`src/rtl/sdio_cmd_sequencer.sv`:
```
// SDIO command-layer sequencer: tracks card state and RCA, runs CMD52 register
// accesses over a per-function req/ack handshake, and builds the 40-bit responses.
module sdio_cmd_sequencer #(
    parameter int unsigned NUM_FUNCS   = 2,
    parameter int unsigned RSP_TIMEOUT = 32,
    parameter logic [15:0] DEFAULT_RCA = 16'h0001
) (
    input  logic                     sdio_clk_i,
    input  logic                     rst_i,
    input  logic                     cmd_stb_i,
    input  logic                     cmd_crc_good_stb_i,
    input  logic [5:0]               cmd_i,
    input  logic [31:0]              cmd_arg_i,
    output logic [39:0]              rsps_o,
    output logic [7:0]               rsps_len_o,
    output logic                     rsps_valid_o,
    output logic                     rsps_fail_o,
    input  logic [23:0]              ocr_i,
    output logic [NUM_FUNCS-1:0]     func_req_o,
    output logic                     func_write_o,
    output logic [16:0]              func_addr_o,
    output logic [7:0]               func_wdata_o,
    input  logic [NUM_FUNCS-1:0]     func_ack_i,
    input  logic [8*NUM_FUNCS-1:0]   func_rdata_i,
    output logic [1:0]               card_state_o,
    output logic [15:0]              rca_o
);

    typedef enum logic [1:0] {StIdle, StDecode, StAccess, StRespond} seq_state_e;
    typedef enum logic [1:0] {CsInit, CsReady, CsStby, CsSel} card_state_e;

    seq_state_e          state_q, state_d;
    card_state_e         cstate_q, cstate_d;
    logic [15:0]         rca_q, rca_d;
    logic [5:0]          cmd_q, cmd_d;
    logic [31:0]         arg_q, arg_d;
    logic                crc_ok_q, crc_ok_d;
    logic                crc_err_q, crc_err_d;
    logic                illegal_q, illegal_d;
    logic [39:0]         rsps_q, rsps_d;
    logic [7:0]          cnt_q, cnt_d;
    logic                illegal_cmd;

    logic [2:0]           fn;
    logic                 fn_ok;
    logic [NUM_FUNCS-1:0] sel_oh;
    logic                 ack_hit;
    logic [7:0]           rdata_sel;
    logic                 unused_arg;

    function automatic logic [39:0] build_r5(input logic crc, input logic ill, input logic err,
                                             input logic fnerr, input logic [7:0] data);
        return {2'b00, 6'h34, 16'h0000, crc, ill, 2'b01, err, 1'b0, fnerr, 1'b0, data};
    endfunction

    assign fn         = arg_q[30:28];
    assign fn_ok      = 32'(fn) < NUM_FUNCS;
    assign sel_oh     = fn_ok ? (NUM_FUNCS'(1) << fn) : '0;
    assign ack_hit    = |(func_ack_i & sel_oh);
    assign unused_arg = ^{arg_q[26], arg_q[8]};

    always_comb begin
        rdata_sel = 8'h00;
        for (int f = 0; f < NUM_FUNCS; f++) begin
            if (sel_oh[f]) rdata_sel = func_rdata_i[8*f +: 8];
        end
    end

    always_comb begin
        state_d      = state_q;
        cstate_d     = cstate_q;
        rca_d        = rca_q;
        cmd_d        = cmd_q;
        arg_d        = arg_q;
        crc_ok_d     = crc_ok_q;
        crc_err_d    = crc_err_q;
        illegal_d    = illegal_q;
        rsps_d       = rsps_q;
        cnt_d        = cnt_q;
        illegal_cmd  = 1'b0;
        rsps_fail_o  = 1'b0;
        rsps_valid_o = 1'b0;
        func_req_o   = '0;

        unique case (state_q)
            StIdle: begin
                if (cmd_stb_i) begin
                    cmd_d    = cmd_i;
                    arg_d    = cmd_arg_i;
                    crc_ok_d = cmd_crc_good_stb_i;
                    state_d  = StDecode;
                end
            end
            StDecode: begin
                state_d = StIdle;
                if (!crc_ok_q) begin
                    rsps_fail_o = 1'b1;
                    crc_err_d   = 1'b1;
                end else begin
                    case (cmd_q)
                        6'd0: begin
                            cstate_d    = CsInit;
                            rca_d       = 16'h0000;
                            rsps_fail_o = 1'b1;
                        end
                        6'd5: begin
                            if (cstate_q != CsSel) begin
                                rsps_d = {8'h3F, 1'b1, 3'(NUM_FUNCS - 1), 1'b0, 3'b000, ocr_i};
                                if (cstate_q == CsInit && |(arg_q[23:0] & ocr_i)) begin
                                    cstate_d = CsReady;
                                end
                                state_d = StRespond;
                            end else begin
                                illegal_cmd = 1'b1;
                            end
                        end
                        6'd3: begin
                            if (cstate_q == CsReady) begin
                                rca_d    = DEFAULT_RCA;
                                cstate_d = CsStby;
                                rsps_d   = {8'h03, DEFAULT_RCA, 16'h0000};
                                state_d  = StRespond;
                            end else if (cstate_q == CsStby) begin
                                rsps_d  = {8'h03, rca_q, 16'h0000};
                                state_d = StRespond;
                            end else begin
                                illegal_cmd = 1'b1;
                            end
                        end
                        6'd7: begin
                            if (arg_q[31:16] == rca_q && cstate_q == CsStby) begin
                                cstate_d = CsSel;
                                rsps_d   = {8'h07, 32'h0000_0000};
                                state_d  = StRespond;
                            end else if (arg_q[31:16] != rca_q && cstate_q == CsSel) begin
                                // Deselect carries no response on the line.
                                cstate_d    = CsStby;
                                rsps_fail_o = 1'b1;
                            end else begin
                                illegal_cmd = 1'b1;
                            end
                        end
                        6'd52: begin
                            if (cstate_q != CsSel) begin
                                illegal_cmd = 1'b1;
                            end else if (fn_ok) begin
                                cnt_d   = 8'd0;
                                state_d = StAccess;
                            end else begin
                                rsps_d    = build_r5(crc_err_q, illegal_q, 1'b0, 1'b1, 8'h00);
                                crc_err_d = 1'b0;
                                illegal_d = 1'b0;
                                state_d   = StRespond;
                            end
                        end
                        default: illegal_cmd = 1'b1;
                    endcase
                    if (illegal_cmd) begin
                        rsps_fail_o = 1'b1;
                        illegal_d   = 1'b1;
                    end
                end
            end
            StAccess: begin
                func_req_o = sel_oh;
                if (ack_hit) begin
                    // RAW writes echo the value read back after the write.
                    rsps_d    = build_r5(crc_err_q, illegal_q, 1'b0, 1'b0,
                                         (!arg_q[31] || arg_q[27]) ? rdata_sel : 8'h00);
                    crc_err_d = 1'b0;
                    illegal_d = 1'b0;
                    state_d   = StRespond;
                end else if (cnt_q == 8'(RSP_TIMEOUT - 1)) begin
                    rsps_d    = build_r5(crc_err_q, illegal_q, 1'b1, 1'b0, 8'h00);
                    crc_err_d = 1'b0;
                    illegal_d = 1'b0;
                    state_d   = StRespond;
                end else begin
                    cnt_d = cnt_q + 8'd1;
                end
            end
            StRespond: begin
                rsps_valid_o = 1'b1;
                state_d      = StIdle;
            end
            default: state_d = StIdle;
        endcase
    end

    always_ff @(posedge sdio_clk_i) begin
        if (rst_i) begin
            state_q   <= StIdle;
            cstate_q  <= CsInit;
            rca_q     <= 16'h0000;
            cmd_q     <= 6'd0;
            arg_q     <= 32'h0000_0000;
            crc_ok_q  <= 1'b0;
            crc_err_q <= 1'b0;
            illegal_q <= 1'b0;
            rsps_q    <= 40'h0;
            cnt_q     <= 8'd0;
        end else begin
            state_q   <= state_d;
            cstate_q  <= cstate_d;
            rca_q     <= rca_d;
            cmd_q     <= cmd_d;
            arg_q     <= arg_d;
            crc_ok_q  <= crc_ok_d;
            crc_err_q <= crc_err_d;
            illegal_q <= illegal_d;
            rsps_q    <= rsps_d;
            cnt_q     <= cnt_d;
        end
    end

    assign rsps_o       = rsps_q;
    assign rsps_len_o   = 8'd40;
    assign func_write_o = arg_q[31];
    assign func_addr_o  = arg_q[25:9];
    assign func_wdata_o = arg_q[7:0];
    assign card_state_o = cstate_q;
    assign rca_o        = rca_q;

endmodule

```
`config.mk`:
```
export PLATFORM = sky130hd
export DESIGN_NAME = sdio_cmd_sequencer
export DESIGN_NICKNAME = d
export VERILOG_FILES = /design/src/rtl/sdio_cmd_sequencer.sv
export SDC_FILE = /design/constraint.sdc
export NUM_CORES = 1
export LEC_CHECK = 0
export ABC_CLOCK_PERIOD_IN_PS = 6400
export CAP_MARGIN = 15
export CELL_PAD_IN_SITES_DETAIL_PLACEMENT = 0
export CELL_PAD_IN_SITES_GLOBAL_PLACEMENT = 2
export CORE_ASPECT_RATIO = 0.6
export CORE_MARGIN = 2
export CORE_UTILIZATION = 26
export CTS_BUF_LIST = sky130_fd_sc_hd__clkbuf_4
export DETAILED_ROUTE_END_ITERATION = 6
export PLACE_DENSITY_LB_ADDON = 0.3
export SYNTH_ARGS = -nofsm -noshare
export SYNTH_HDL_FRONTEND = slang
export SYNTH_SLANG_ARGS = --single-unit
```
`constraint.sdc`:
```
create_clock -name sdio_clk_i -period 6.4 [get_ports sdio_clk_i]
set_clock_uncertainty 0.2 [all_clocks]
set_input_delay 0.64 -clock sdio_clk_i [delete_from_list [all_inputs] [get_ports sdio_clk_i]]
set_output_delay 0.64 -clock sdio_clk_i [all_outputs]
set_load 0.02 [all_outputs]
```
==> flow_metrics.py, run 1 <==
metrics = {
    "drt": {
        "routed_wl_microns": 17000,
        "vias_per_cell": 4.77,
        "drt-pass1-iter-count": 5,
        "postRouteAntennaNets": 0,
        "drt_iter0_markers": 366,
        "vias": 4290,
        "drc": 0,
        "wl_per_cell_microns": 18.9,
    },
    "finish": {
        "area_delta_synth_final_pct": 33.4,
        "layout_commonest_cell": "clkdlybuf4s50_1",
        "seqCellArea_sq_um": 1640,
        "layout_common_cells": "clkdlybuf4s50_1, nand2_1, dfxtp_1, a21oi_1, nor2_1",
        "drive_above_1_share": 0.0492,
        "nNetsFinal": 760,
        "multiInputGateArea_sq_um": 2290,
        "final_util": 0.360,
        "fillerInstances": 1753,
        "n_antenna_cell": 0,
    },
    "power_and_ir_drop": {
        "irDropWorstVdd_v": 0.0000806,
        "p_int_w": 0.000823,
        "switching_share": 0.341,
        "power.density_nw_per_um2": 211,
        "leakage_nw": 2.12,
        "switchingPower_w": 0.000425,
        "power_frac_seq": 0.475,
        "combPwrFrac": 0.267,
        "fin_total_pwr_w": 0.00125,
        "clkPwrFrac": 0.258,
    },
    "timing": {
        "slew_headroom": 0.304,
        "drv_slew": 0,
        "worst_slew_pin_slew_ns": 1.04,
        "hold-worst-slack_ns": 0.272,
        "final_hold_viol_count": 0,
        "fmax_mhz": 260,
        "setup_violations": 0,
        "layout_min_cycle_time_ns": 3.84,
        "fin_crit_sh": 0.600,
        "rsz0062_at_grt": "no",
        "finalSetupTns_ns": 0,
    },
    "setup_path": {
        "worstReg2RegStart": "arg_q[28]",
        "cp.arrival_ns": 3.00,
        "worst_r2r_path_depth": 7,
        "reg2reg_slack_ns": 3.04,
        "path_class": "register to output port",
        "critPathRequiredTime_ns": 5.56,
        "r2r-end": "rsps_o[35]",
        "crit_path_start_kind": "register",
        "cp_max_fo": 13,
        "end_kind": "output port",
    },
    "logic_synthesis": {
        "synth-compound-area-share": 0.187,
        "synth_top_family_by_area": "simple AND/OR/NAND/NOR gates",
        "synth_seq_cells": 82,
        "synth-adder-area-share": 0.0282,
        "synth-edff-count": 0,
        "synth_area_leaders": "dfxtp_1, buf_4, a21oi_1",
        "synthMuxAreaShare": 0.0293,
        "synth.distinct_cells": 58,
        "synthCells": 562,
        "synth_top_area_share": 0.370,
        "avgSynthCellArea_sq_um": 7.89,
        "synth_xor_area_frac": 0.0118,
        "ys_async_sr_fraction": 0,
        "ys_seq_area_frac": 0.370,
        "synthSimpleGateAreaFrac": 0.231,
        "yosys_warnings": 0,
        "synthesis.area_sq_um": 4440,
        "synth_flop_cell": "dfxtp_1",
        "synth_top_area_cell": "dfxtp_1",
    },
    "placed_design": {
        "io_buffer_count": 148,
        "routabilityCongestion": 0.873,
        "dpl.hpwl_microns": 13000,
    },
    "min_path": {
        "holdPathStages": 2,
        "hold_path_class": "register to register",
        "hp-start": "arg_q[26]",
        "min_to": "arg_q[26]",
    },
    "clock_tree": {
        "tritoncts": "done",
        "clk_pin_slew_ns": 0.13,
        "clock-sinks": 82,
        "numCtsBuffers": 9,
        "clock-root-buffer": "clkbuf_4",
        "cts_buffer_depth": 2,
        "clkLatencyLatePin_ns": 0.45,
        "cts_resized": 0,
        "cts_hold_buf": 0,
        "htreeDepth": 3,
        "post_cts_buffers": 0,
    },
    "grt": {
        "grt-ovfl-total": 0,
        "track_usage": 0.187,
        "grt_pass1_vias": 4137,
        "grt_start_max_net_pins": 54,
        "grt_antenna_before_repair": 0,
        "grt_pass1_wl_microns": 25700,
    },
    "floorplan": {
        "die_h_microns": 105,
        "pin_count": 180,
        "core_area_sq_um": 16400,
        "die-area_sq_um": 18200,
        "rows": 36,
        "start_util": 0.270,
        "die_w_microns": 173,
    },
    "run_status": {
        "status": "completed",
    },
    "run": {
        "maxCapViolations": 0,
    },
}
## worst max-delay path, cell delays in order, from the launching register on
cell	delay (ns)
dfxtp_1	0.96
nor2_1	0.09
and4_1	0.29
a31oi_1	0.30
nor3_1	0.11
a21oi_1	0.17
clkdlybuf4s50_1	0.63
## state kept, by name, summed over array words and instances (netlist names), 2 cells and up, named ones only
register and flops:
arg_q 32, card_state_o 2, cmd_q 6, cnt_q 8, rsps_o 28
## cell families after synthesis
| logic type | Yosys count |
|---|---|
| flops | 82 |
| buf+inv | 103 |
| mux | 13 |
| other cells | 2 |
| compound gates | 136 |
| simple gates | 210 |
| fa+ha+maj | 10 |
| xor+xnor | 6 |
## area by class of cell
| cell class | instances | share of cell area |
|---|---|---|
| inverters | 15 | 0.00951 |
| repair buffers | 152 | 0.255 |
| multi-input cells | 406 | 0.387 |
| clock buffers | 10 | 0.0127 |
| clock inverters | 6 | 0.0110 |
| well taps | 228 | 0.0482 |
| flip-flops and latches | 82 | 0.277 |
## power groups by stage
| stage | combinational [W] | sequential, W | clock (W) |
|---|---|---|---|
| after floorplan | 0.000193 | 0.000601 | 0 |
| after global placement | 0.000329 | 0.000603 | 0 |
| after detailed placement | 0.000331 | 0.000602 | 0 |
| after CTS | 0.000333 | 0.000592 | 0.000337 |
| after global routing | 0.000358 | 0.000598 | 0.000356 |
| final | 0.000334 | 0.000593 | 0.000322 |
## worst max-delay path by stage
stage	startpoint	end
after detailed placement	arg_q[28]	rsps_fail_o
after CTS	arg_q[28]	rsps_fail_o
after floorplan	card_state_o[0]	rsps_fail_o
final	arg_q[28]	rsps_fail_o
after global routing	cmd_q[0]	rsps_fail_o
after global placement	arg_q[28]	rsps_fail_o
## per-stage QoR
stage	cell area, sq um	std cells	setup slack [ns]
3_5_place_dp	5780	883	3.08
6_report	5920	899	2.56
4_1_cts	5920	899	2.55
5_1_grt	5920	899	2.32
3_3_place_gp	5780	883	3.10
2_1_floorplan	4540	591	3.85
## metal layers
layer / track usage / up-vias / share of wire
met1: 0.306 / 2040 / 0.56
li1: - / 2060 / -
met5: 0 / - / 0
met2: 0.236 / 176 / 0.36
met3: 0.0484 / 14 / 0.076
met4: 0.0293 / 0 / 0.0068
## synthesized netlist by cell type, drive strengths merged (6+ instances only)
library cell,n
nand2,90
a211oi,14
inv,15
dfxtp,82
or3,6
nor3,10
clkbuf,19
nand2b,12
a22oi,15
mux2i,13
nand3,15
a21oi,73
o21ai,14
ha,10
nor2,49
buf,69
No activity file was read; power rests on OpenSTA's default activity.
==> inputs of run 2 (changes only) <==
--- a/config.mk
+++ b/config.mk
@@ -5,13 +5,13 @@
 export SDC_FILE = /design/constraint.sdc
 export NUM_CORES = 1
 export LEC_CHECK = 0
-export ABC_CLOCK_PERIOD_IN_PS = 6400
+export ABC_CLOCK_PERIOD_IN_PS = 3800
 export CAP_MARGIN = 15
 export CELL_PAD_IN_SITES_DETAIL_PLACEMENT = 0
 export CELL_PAD_IN_SITES_GLOBAL_PLACEMENT = 2
 export CORE_ASPECT_RATIO = 0.6
 export CORE_MARGIN = 2
-export CORE_UTILIZATION = 26
+export CORE_UTILIZATION = 24
 export CTS_BUF_LIST = sky130_fd_sc_hd__clkbuf_4
 export DETAILED_ROUTE_END_ITERATION = 6
 export PLACE_DENSITY_LB_ADDON = 0.3
==> constraint.sdc (replaced) <==
create_clock -name sdio_clk_i -period 3.8 [get_ports sdio_clk_i]
set_clock_uncertainty 0.2 [all_clocks]
set_input_delay 0.38 -clock sdio_clk_i [delete_from_list [all_inputs] [get_ports sdio_clk_i]]
set_output_delay 0.38 -clock sdio_clk_i [all_outputs]
set_load 0.02 [all_outputs]
==> run 2 against run 1 <==
Clock power increased by 70%; routed wire length decreased by 4.7%; combinational power increased by 70%; critical path depth unchanged; power increased by 68%; cell count increased by 1.7%; setup slack got worse by 2.3 ns; highest routed layer unchanged.
==> flow_metrics.py, run 2 (synthesis gave the netlist of run 1 again) <==
metrics = {
    "floorplan": {
        "die_h_microns": 109,
        "rows": 38,
        "die-area_sq_um": 19600,
        "start_util": 0.245,
        "pin_count": 180,
        "die_w_microns": 180,
        "core_area_sq_um": 18100,
    },
    "power_and_ir_drop": {
        "leakage_nw": 2.14,
        "irDropWorstVdd_v": 0.000180,
        "power_frac_seq": 0.470,
        "combPwrFrac": 0.270,
        "p_int_w": 0.00139,
        "switching_share": 0.339,
        "clkPwrFrac": 0.260,
        "power.density_nw_per_um2": 353,
        "switchingPower_w": 0.000712,
    },
    "drt": {
        "wl_per_cell_microns": 17.7,
        "vias_per_cell": 4.61,
        "vias": 4212,
        "drt_iter0_markers": 284,
        "drt-pass1-iter-count": 5,
        "drc": 0,
        "postRouteAntennaNets": 0,
        "routed_wl_microns": 16200,
    },
    "run": {
        "maxCapViolations": 0,
    },
    "timing": {
        "fin_crit_sh": 0.934,
        "worst_slew_pin_slew_ns": 0.859,
        "hold-worst-slack_ns": 0.134,
        "fmax_mhz": 282,
        "drv_slew": 0,
        "rsz0062_at_grt": "no",
        "timing.final.ws_setup_ns": 0.250,
        "final_hold_viol_count": 0,
        "setup_violations": 0,
        "layout_min_cycle_time_ns": 3.55,
        "finalSetupTns_ns": 0,
        "slew_headroom": 0.424,
    },
    "grt": {
        "grt_use_met1": 0.260,
        "grt-ovfl-total": 0,
        "grt_use_met2": 0.215,
        "grt_antenna_before_repair": 0,
        "grt_util_met3": 0.0457,
        "track_usage": 0.164,
        "grt_pass1_vias": 4018,
        "grt_pass1_wl_microns": 24300,
        "grt_start_max_net_pins": 62,
        "busiest_layer": "met1",
    },
    "clock_tree": {
        "post_cts_buffers": 0,
        "htreeDepth": 3,
        "cts_resized": 0,
        "clk_pin_slew_ns": 0.15,
        "clock-root-buffer": "clkbuf_4",
        "clkLatencyLatePin_ns": 0.44,
        "cts_buffer_depth": 2,
        "numCtsBuffers": 9,
        "clock-sinks": 82,
        "tritoncts": "done",
        "cts_hold_buf": 0,
    },
    "placed_design": {
        "place_inst": 898,
        "io_buffer_count": 148,
        "place_ws_ns": 0.775,
        "dpl.hpwl_microns": 12400,
        "routabilityCongestion": 0.846,
        "placed_area_sq_um": 5820,
    },
    "setup_path": {
        "cp_cell_sequence": "nor4_1, and4_1, a31oi_1, nor3_1, a21oi_1, clkdlybuf4s50_1",
        "slowest_delay_ns": 0.61,
        "cp.arrival_ns": 2.97,
        "cp_slowest_cell": "nor4_1",
        "end_kind": "output port",
        "crit_path_start_kind": "register",
        "path_class": "register to output port",
        "critPathRequiredTime_ns": 3.22,
        "cp_max_fo": 4,
    },
    "finish": {
        "nNetsFinal": 763,
        "design_area_sq_um": 5950,
        "fillerInstances": 1933,
        "layout_commonest_cell": "clkdlybuf4s50_1",
        "drive_above_1_share": 0.0519,
        "layout_common_cells": "clkdlybuf4s50_1, nand2_1, dfxtp_1, a21oi_1, nor2_1",
        "n_antenna_cell": 0,
        "largest_reg_flops": 32,
        "largest_register": "arg_q",
        "fin_cells": 914,
        "area_delta_synth_final_pct": 34.2,
    },
    "min_path": {
        "hold_path_class": "input port to register",
    },
    "run_status": {
        "status": "completed",
    },
}
-- run 2: final cells by class --
type,instances,area (sq um),area share
Clock buffer,10,75.1,0.0126
Clock inverter,6,63.8,0.0107
Inverter,15,56.3,0.00946
Multi-Input combinational cell,406,2290,0.384
Sequential cell,82,1640,0.276
Tap cell,240,300,0.0504
Timing Repair Buffer,155,1530,0.257
-- run 2: final timing paths --
check	slack (ns)	depth (start not counted)	from	endpoint
setup / recovery	0.25	6	arg_q[17]	rsps_fail_o
hold / removal	0.13	2	rst_i	arg_q[13]
setup reg to reg	0.94	7	arg_q[17]	rsps_o[35]
hold reg to reg	0.27	2	arg_q[8]	arg_q[8]
-- run 2: metrics by stage --
stage	power (W)	utilization
after floorplan	0.00134	-
after global placement	0.00157	0.322
after detailed placement	0.00157	0.322
after CTS	0.00213	0.330
after global routing	0.00221	0.330
final	0.00210	0.330
-- run 2: power groups by stage --
stage / Clock [W] / Sequential [W] / Combinational [W]
floorplan: 0 / 0.00101 / 0.000325
global placement: 0 / 0.00100 / 0.000567
detailed placement: 0 / 0.00101 / 0.000566
CTS: 0.000575 / 0.000987 / 0.000568
global route: 0.000601 / 0.000997 / 0.000613
finish: 0.000547 / 0.000986 / 0.000567
-- run 2: critical path: cells and delay by family, from the launching register on --
family	cells	cell delay (ns)
buf+inv	1	0.57
compound gates	2	0.29
flops	1	0.40
simple gates	3	1.28
-- run 2: metal layers --
layer | share of wire | vias up
li1 | - | 2072
met1 | 0.55 | 1971
met2 | 0.37 | 164
met3 | 0.074 | 5
met4 | 0.0049 | 0
met5 | 0 | -
==> inputs of run 3 (changes only) <==
--- a/config.mk
+++ b/config.mk
@@ -5,15 +5,17 @@
 export SDC_FILE = /design/constraint.sdc
 export NUM_CORES = 1
 export LEC_CHECK = 0
+export ABC_AREA = 1
 export ABC_CLOCK_PERIOD_IN_PS = 3800
 export CAP_MARGIN = 15
 export CELL_PAD_IN_SITES_DETAIL_PLACEMENT = 0
 export CELL_PAD_IN_SITES_GLOBAL_PLACEMENT = 2
 export CORE_ASPECT_RATIO = 0.6
 export CORE_MARGIN = 2
-export CORE_UTILIZATION = 24
+export CORE_UTILIZATION = 34
 export CTS_BUF_LIST = sky130_fd_sc_hd__clkbuf_4
 export DETAILED_ROUTE_END_ITERATION = 6
+export DONT_BUFFER_PORTS = 1
 export PLACE_DENSITY_LB_ADDON = 0.3
 export SYNTH_ARGS = -nofsm -noshare
 export SYNTH_HDL_FRONTEND = slang
==> run 3 against run 2 <==
Combinational power decreased by 31%; synthesized cell count grew 26%; flip-flop and latch count is the same; die area is 23% lower; count of clock-buffer cells in the layout unchanged; routed wire length decreased by 9.3%; core utilization increased by 4.9 points; global-route usage increased by 3.5 points; power down 1.8%; synthesized area rose by 7.8%; first-iteration DRC count grew 18%.
==> flow_metrics.py, run 3 <==
metrics = {
    "finish": {
        "area_delta_synth_final_pct": 8.61,
        "largest_reg_flops": 32,
        "fillerInstances": 1510,
        "layout_commonest_cell": "nor2_1",
        "largest_register": "arg_q",
        "n_antenna_cell": 0,
        "layout_common_cells": "nor2_1, nand2_1, dfxtp_1, o21ai_0, nand3_1",
        "drive_above_1_share": 0.0630,
        "fin_cells": 906,
        "nNetsFinal": 803,
    },
    "logic_synthesis": {
        "ys_seq_area_frac": 0.343,
        "synth_area_leaders": "dfxtp_1, nor2_1, nand2_1",
        "synth_common_cells": "nor2_1, nand2_1, dfxtp_1, o21ai_0, buf_4",
        "synthesis.area_sq_um": 4780,
        "yosys_warnings": 0,
        "synth_seq_cells": 82,
        "synth_flop_cell": "dfxtp_1",
        "synth_top_area_cell": "dfxtp_1",
        "synth-edff-count": 0,
        "ys_async_sr_fraction": 0,
        "avgSynthCellArea_sq_um": 6.77,
        "synth_most_common_cell": "nor2_1",
        "synth.distinct_cells": 39,
        "synthCells": 706,
        "synth_top_area_share": 0.343,
    },
    "timing": {
        "rsz0062_at_grt": "no",
        "final_hold_viol_count": 0,
        "setup_violations": 0,
        "slew_headroom": 0.466,
        "fin_crit_sh": 0.767,
        "layout_min_cycle_time_ns": 2.91,
        "fmax_mhz": 343,
        "worst_slew_pin_slew_ns": 0.801,
        "drv_slew": 0,
        "finalSetupTns_ns": 0,
    },
    "drt": {
        "wl_per_cell_microns": 16.2,
        "drc": 0,
        "vias": 4299,
        "vias_per_cell": 4.75,
        "drt-pass1-iter-count": 4,
        "postRouteAntennaNets": 0,
        "drt_iter0_markers": 336,
        "routed_wl_microns": 14700,
    },
    "floorplan": {
        "die_h_microns": 95.9,
        "die_w_microns": 157,
        "rows": 33,
        "die-area_sq_um": 15100,
        "start_util": 0.349,
        "core_area_sq_um": 13700,
        "pin_count": 180,
    },
    "power_and_ir_drop": {
        "leakage_nw": 2.25,
        "irDropWorstVdd_v": 0.000125,
        "power.density_nw_per_um2": 397,
        "fin_total_pwr_w": 0.00206,
    },
    "grt": {
        "track_usage": 0.199,
        "grt_antenna_before_repair": 0,
        "grt_start_max_net_pins": 54,
        "grt_pass1_wl_microns": 22700,
        "grt-ovfl-total": 0,
        "grt_pass1_vias": 4057,
    },
    "clock_tree": {
        "numCtsBuffers": 9,
        "clock-sinks": 82,
        "htreeDepth": 3,
        "post_cts_buffers": 0,
        "clock-root-buffer": "clkbuf_4",
        "cts_hold_buf": 48,
        "clk_pin_slew_ns": 0.13,
        "cts_buffer_depth": 2,
        "tritoncts": "done",
        "cts_resized": 0,
        "clkLatencyLatePin_ns": 0.45,
    },
    "setup_path": {
        "cp_max_fo": 4,
        "end_kind": "output port",
        "cp.arrival_ns": 2.33,
        "critPathRequiredTime_ns": 3.22,
        "crit_path_start_kind": "register",
        "path_class": "register to output port",
    },
    "run_status": {
        "status": "completed",
    },
    "placed_design": {
        "dpl.hpwl_microns": 11100,
        "routabilityCongestion": 0.854,
        "place_inst": 842,
        "io_buffer_count": 0,
    },
    "run": {
        "maxCapViolations": 0,
    },
    "min_path": {
        "hold_path_class": "input port to register",
    },
}
run 3: metal layers:
layer  vias up  global-route usage  routed length [microns]
li1       2190                   -                        -
met1      1941               0.290                     7590
met2       156               0.286                     5700
met3        12              0.0603                     1270
met4         0              0.0485                      133
met5         -                   0                        0
run 3: cell families (layout without fill, tap and decap cells):
kind of cell | Yosys count | after routing | synth area share
XOR/XNOR | 1 | 1 | 0.00183
other | 2 | 31 | 0.00157
buffers and inverters | 131 | 110 | 0.162
AO/OA/AOI/OAI | 105 | 105 | 0.113
AND/OR/NAND/NOR | 375 | 375 | 0.352
flip-flops | 82 | 82 | 0.343
adder cells (fa/ha/maj) | 10 | 10 | 0.0262
run 3: area by class of cell:
class,instances,area [sq um],area share
sequential,82,1640,0.316
clock inverter,6,88.8,0.0171
inverter,41,156,0.0301
multi-input combinational,522,2470,0.476
tap,192,240,0.0463
timing repair buffer,53,518,0.0997
clock buffer,10,75.1,0.0145
run 3: worst paths after layout:
check | startpoint | to | slack [ns] | depth (start not counted)
max | card_state_o[0] | rsps_fail_o | 0.89 | 7
min | cmd_arg_i[15] | arg_q[15] | 0.01 | 2
max reg2reg | state_q[0] | rsps_o[16] | 0.95 | 9
min reg2reg | illegal_q | illegal_q | 0.28 | 2
run 3: power breakdown:
group	leakage, nW	internal [W]	switching, W
clock network	0.0851	0.000277	0.000326
logic	1.49	0.000137	0.000253
registers	0.674	0.000928	0.000142
run 3: critical path: stages (launching register included):
cell	delay [ns]
dfxtp_1	0.56
inv_1	0.15
ha_1	0.36
nand2_1	0.08
o21ai_0	0.11
nor2_1	0.11
nand2_1	0.09
a21oi_1	0.44
run 3: metrics by stage:
| step | setup slack (ns) | cell area [sq um] | hold slack (ns) | util |
|---|---|---|---|---|
| 2_1_floorplan | 1.66 | 4890 | 0.239 | - |
| 3_3_place_gp | 1.04 | 4550 | 0.249 | 0.332 |
| 3_5_place_dp | 0.964 | 4550 | 0.255 | 0.332 |
| 4_1_cts | 0.831 | 5190 | 0.000572 | 0.379 |
| 5_1_grt | 0.627 | 5190 | 0.0116 | 0.379 |
| 6_report | 0.887 | 5190 | 0.0117 | 0.379 |
==> edit: new RTL, flow settings as in run 1 <==
The 4 states of `seq_state_e` get a Gray code encoding in 2 bits.
--- a/src/rtl/sdio_cmd_sequencer.sv
+++ b/src/rtl/sdio_cmd_sequencer.sv
@@ -28,3 +28,3 @@
 
-    typedef enum logic [1:0] {StIdle, StDecode, StAccess, StRespond} seq_state_e;
+    typedef enum logic [1:0] {StIdle = 2'b00, StDecode = 2'b01, StAccess = 2'b11, StRespond = 2'b10} seq_state_e;
     typedef enum logic [1:0] {CsInit, CsReady, CsStby, CsSel} card_state_e;
Behaviour: no difference found for any inputs over 4 cycles, from zero or initial values and one cycle with rst_i high; so few cycles prove little.
==> edit against run 1 <==
Core utilization is 0.35 points lower; area after synthesis is 1.6% lower; routed wire length is 12% lower; sequential cell count unchanged; worst hold slack got worse by 0.0080 ns; setup slack gained 0.37 ns; sequential power decreased by 6.7%; via count is 6.6% lower; first-iteration DRC count down 27%; power fell by 14%; clock power fell by 1%; design area decreased by 1.8%; largest power group unchanged; highest routed layer unchanged.
==> edit: results (changes against run 1) <==
----------------------------------------------------
[Status]
  Outcome ... finished, final reports clean

[Placement]
  Detail Placement HPWL ... 11400 um (-12%)
  Total instance count after detailed placement ... 863 (-2.3%)
  Global placer's final weighted congestion ... 0.872 (-0.14%)
  Worst setup slack before clock tree synthesis ... 3.30 ns (+0.213 ns)
  Post-detailed-placement cell area ... 5670 um2 (-1.9%)

[Global routing]
  First-pass GRT wire length ... 22800 um (-11%)
  GR Util All Layers ... 0.168 (-0.0196)
  Number of global-route vias before repair ... 3949 (-4.5%)
  Maximum number of pins on one net before global-route repair ... 78 (+44%)

[Worst setup path]
  Path type of the worst setup path ... reg2out
  Worst Path Arrival ... 2.63 ns (-0.37 ns)
  Register-to-register setup slack ... 3.41 ns (+0.37 ns)
  Biggest cell delay along the critical path ... 0.78 ns (-0.18 ns)

[Drt]
  Starting DRC count in detailed routing ... 268 (-27%)
  Avg Vias per Cell ... 4.56 (-4.5%)
  Detailed Routing Iterations Pass 1 ... 5 (unchanged)
  Routed Wire Length ... 15000 um (-12%)

[Power]
  Switching power ... 0.320 mW (-25%)
  Peak VDD IR ... 0.0795 mV (-1.4%)
  Total leakage power ... 2.11 nW (-0.66%)

[Cells and area]
  FILL cells ... 1767 (+0.80%)
  Number of nets in the final layout ... 735 (-3.3%)
  Layout cells sized above 1 ... 0.0722 (+0.0230)
  Non-filler cells in the finished layout ... 879 (-2.2%)

[STA]
  Highest Clock Rate ... 0.288 GHz (+11%)
  Final worst hold slack ... 0.264 ns (-0.00805 ns)
  Normalized max-slew margin ... 0.389 (+0.0855)

[Synthesis]
  Mux cell area share after synthesis ... 0.0301 (+0.000766)
  Mean area per synthesized cell ... 8.04 um2 (+1.8%)
  Distinct cells, synth ... 63 (+8.6%)
  Area contributors post-synth ... sky130_fd_sc_hd__dfxtp_1 (38%), sky130_fd_sc_hd__buf_4 (11%), sky130_fd_sc_hd__nand2_1 (9.7%)
  Cell types with the highest counts after synthesis ... sky130_fd_sc_hd__nand2_1 (113), sky130_fd_sc_hd__dfxtp_1 (82), sky130_fd_sc_hd__a21oi_1 (66), sky130_fd_sc_hd__buf_4 (62), sky130_fd_sc_hd__nor2_1 (31)
  Area fraction in compound gates after synthesis ... 0.184 (-0.00268)
  Parity-gate share of the synthesized area counting xor and xnor cells ... 0.0161 (+0.00421)
  Proportion of synthesized chip area in sequential cells ... 0.376 (+0.00605)
  Area share of fa/ha/maj cells after synthesis ... 0.0143 (-0.0139)

[Clock tree]
  Htree depth ... 3 (unchanged)
  Post-cts sizing count ... 0 (unchanged)

[Hold path]
  HP Start ... rsps_o[18]$_SDFFE_PP0P_
  Class of the tightest hold or removal check ... reg2reg

----------------------------------------------------
## edit: power by group through the flow
stage	Combinational [mW]	Sequential, mW	Clock [mW]
3_3_place_gp	0.206	0.564	0
2_1_floorplan	0.132	0.555	0
6_report	0.207	0.553	0.318
5_1_grt	0.225	0.557	0.352
4_1_cts	0.207	0.554	0.332
3_5_place_dp	0.206	0.565	0
## edit: cell type report
cell class / count / area share
Sequential cell: 82 / 0.282
Clock buffer: 12 / 0.0155
Multi-Input combinational cell: 396 / 0.381
Timing Repair Buffer: 152 / 0.259
Inverter: 5 / 0.00323
Tap cell: 228 / 0.0491
Clock inverter: 4 / 0.00904
## edit: kinds of logic after synthesis
logic type | after synthesis
xor gates and xnor gates | 8
DFF | 82
buffers and inverters | 94
AOI/OAI and AO/OA | 121
muxes | 13
and+or+nand+nor | 218
other | 2
adders and majority gates | 5
## edit: metal layers
layer,track usage,routed length [um],vias to the layer above
met2,0.227,5900,140
met3,0.0411,975,5
li1,-,-,1977
met4,0.0254,46,0
met5,0,0,-
met1,0.265,8060,1883
## edit: worst paths after layout
check | depth (start not counted) | to
max | 5 | rsps_fail_o
min | 2 | rsps_o[18]$_SDFFE_PP0P_
max reg2reg | 7 | rsps_o[6]$_SDFFE_PP0P_
min reg2reg | 2 | rsps_o[18]$_SDFFE_PP0P_
## edit: worst register-to-register path, stage by stage (launching register included)
cell and delay, ns:
sky130_fd_sc_hd__dfxtp_1 0.78, sky130_fd_sc_hd__mux2_2 0.46, sky130_fd_sc_hd__a22o_1 0.31, sky130_fd_sc_hd__o21ba_2 0.25
sky130_fd_sc_hd__o221ai_4 0.06, sky130_fd_sc_hd__buf_4 0.47, sky130_fd_sc_hd__nor3_1 0.13, sky130_fd_sc_hd__a31o_2 0.25
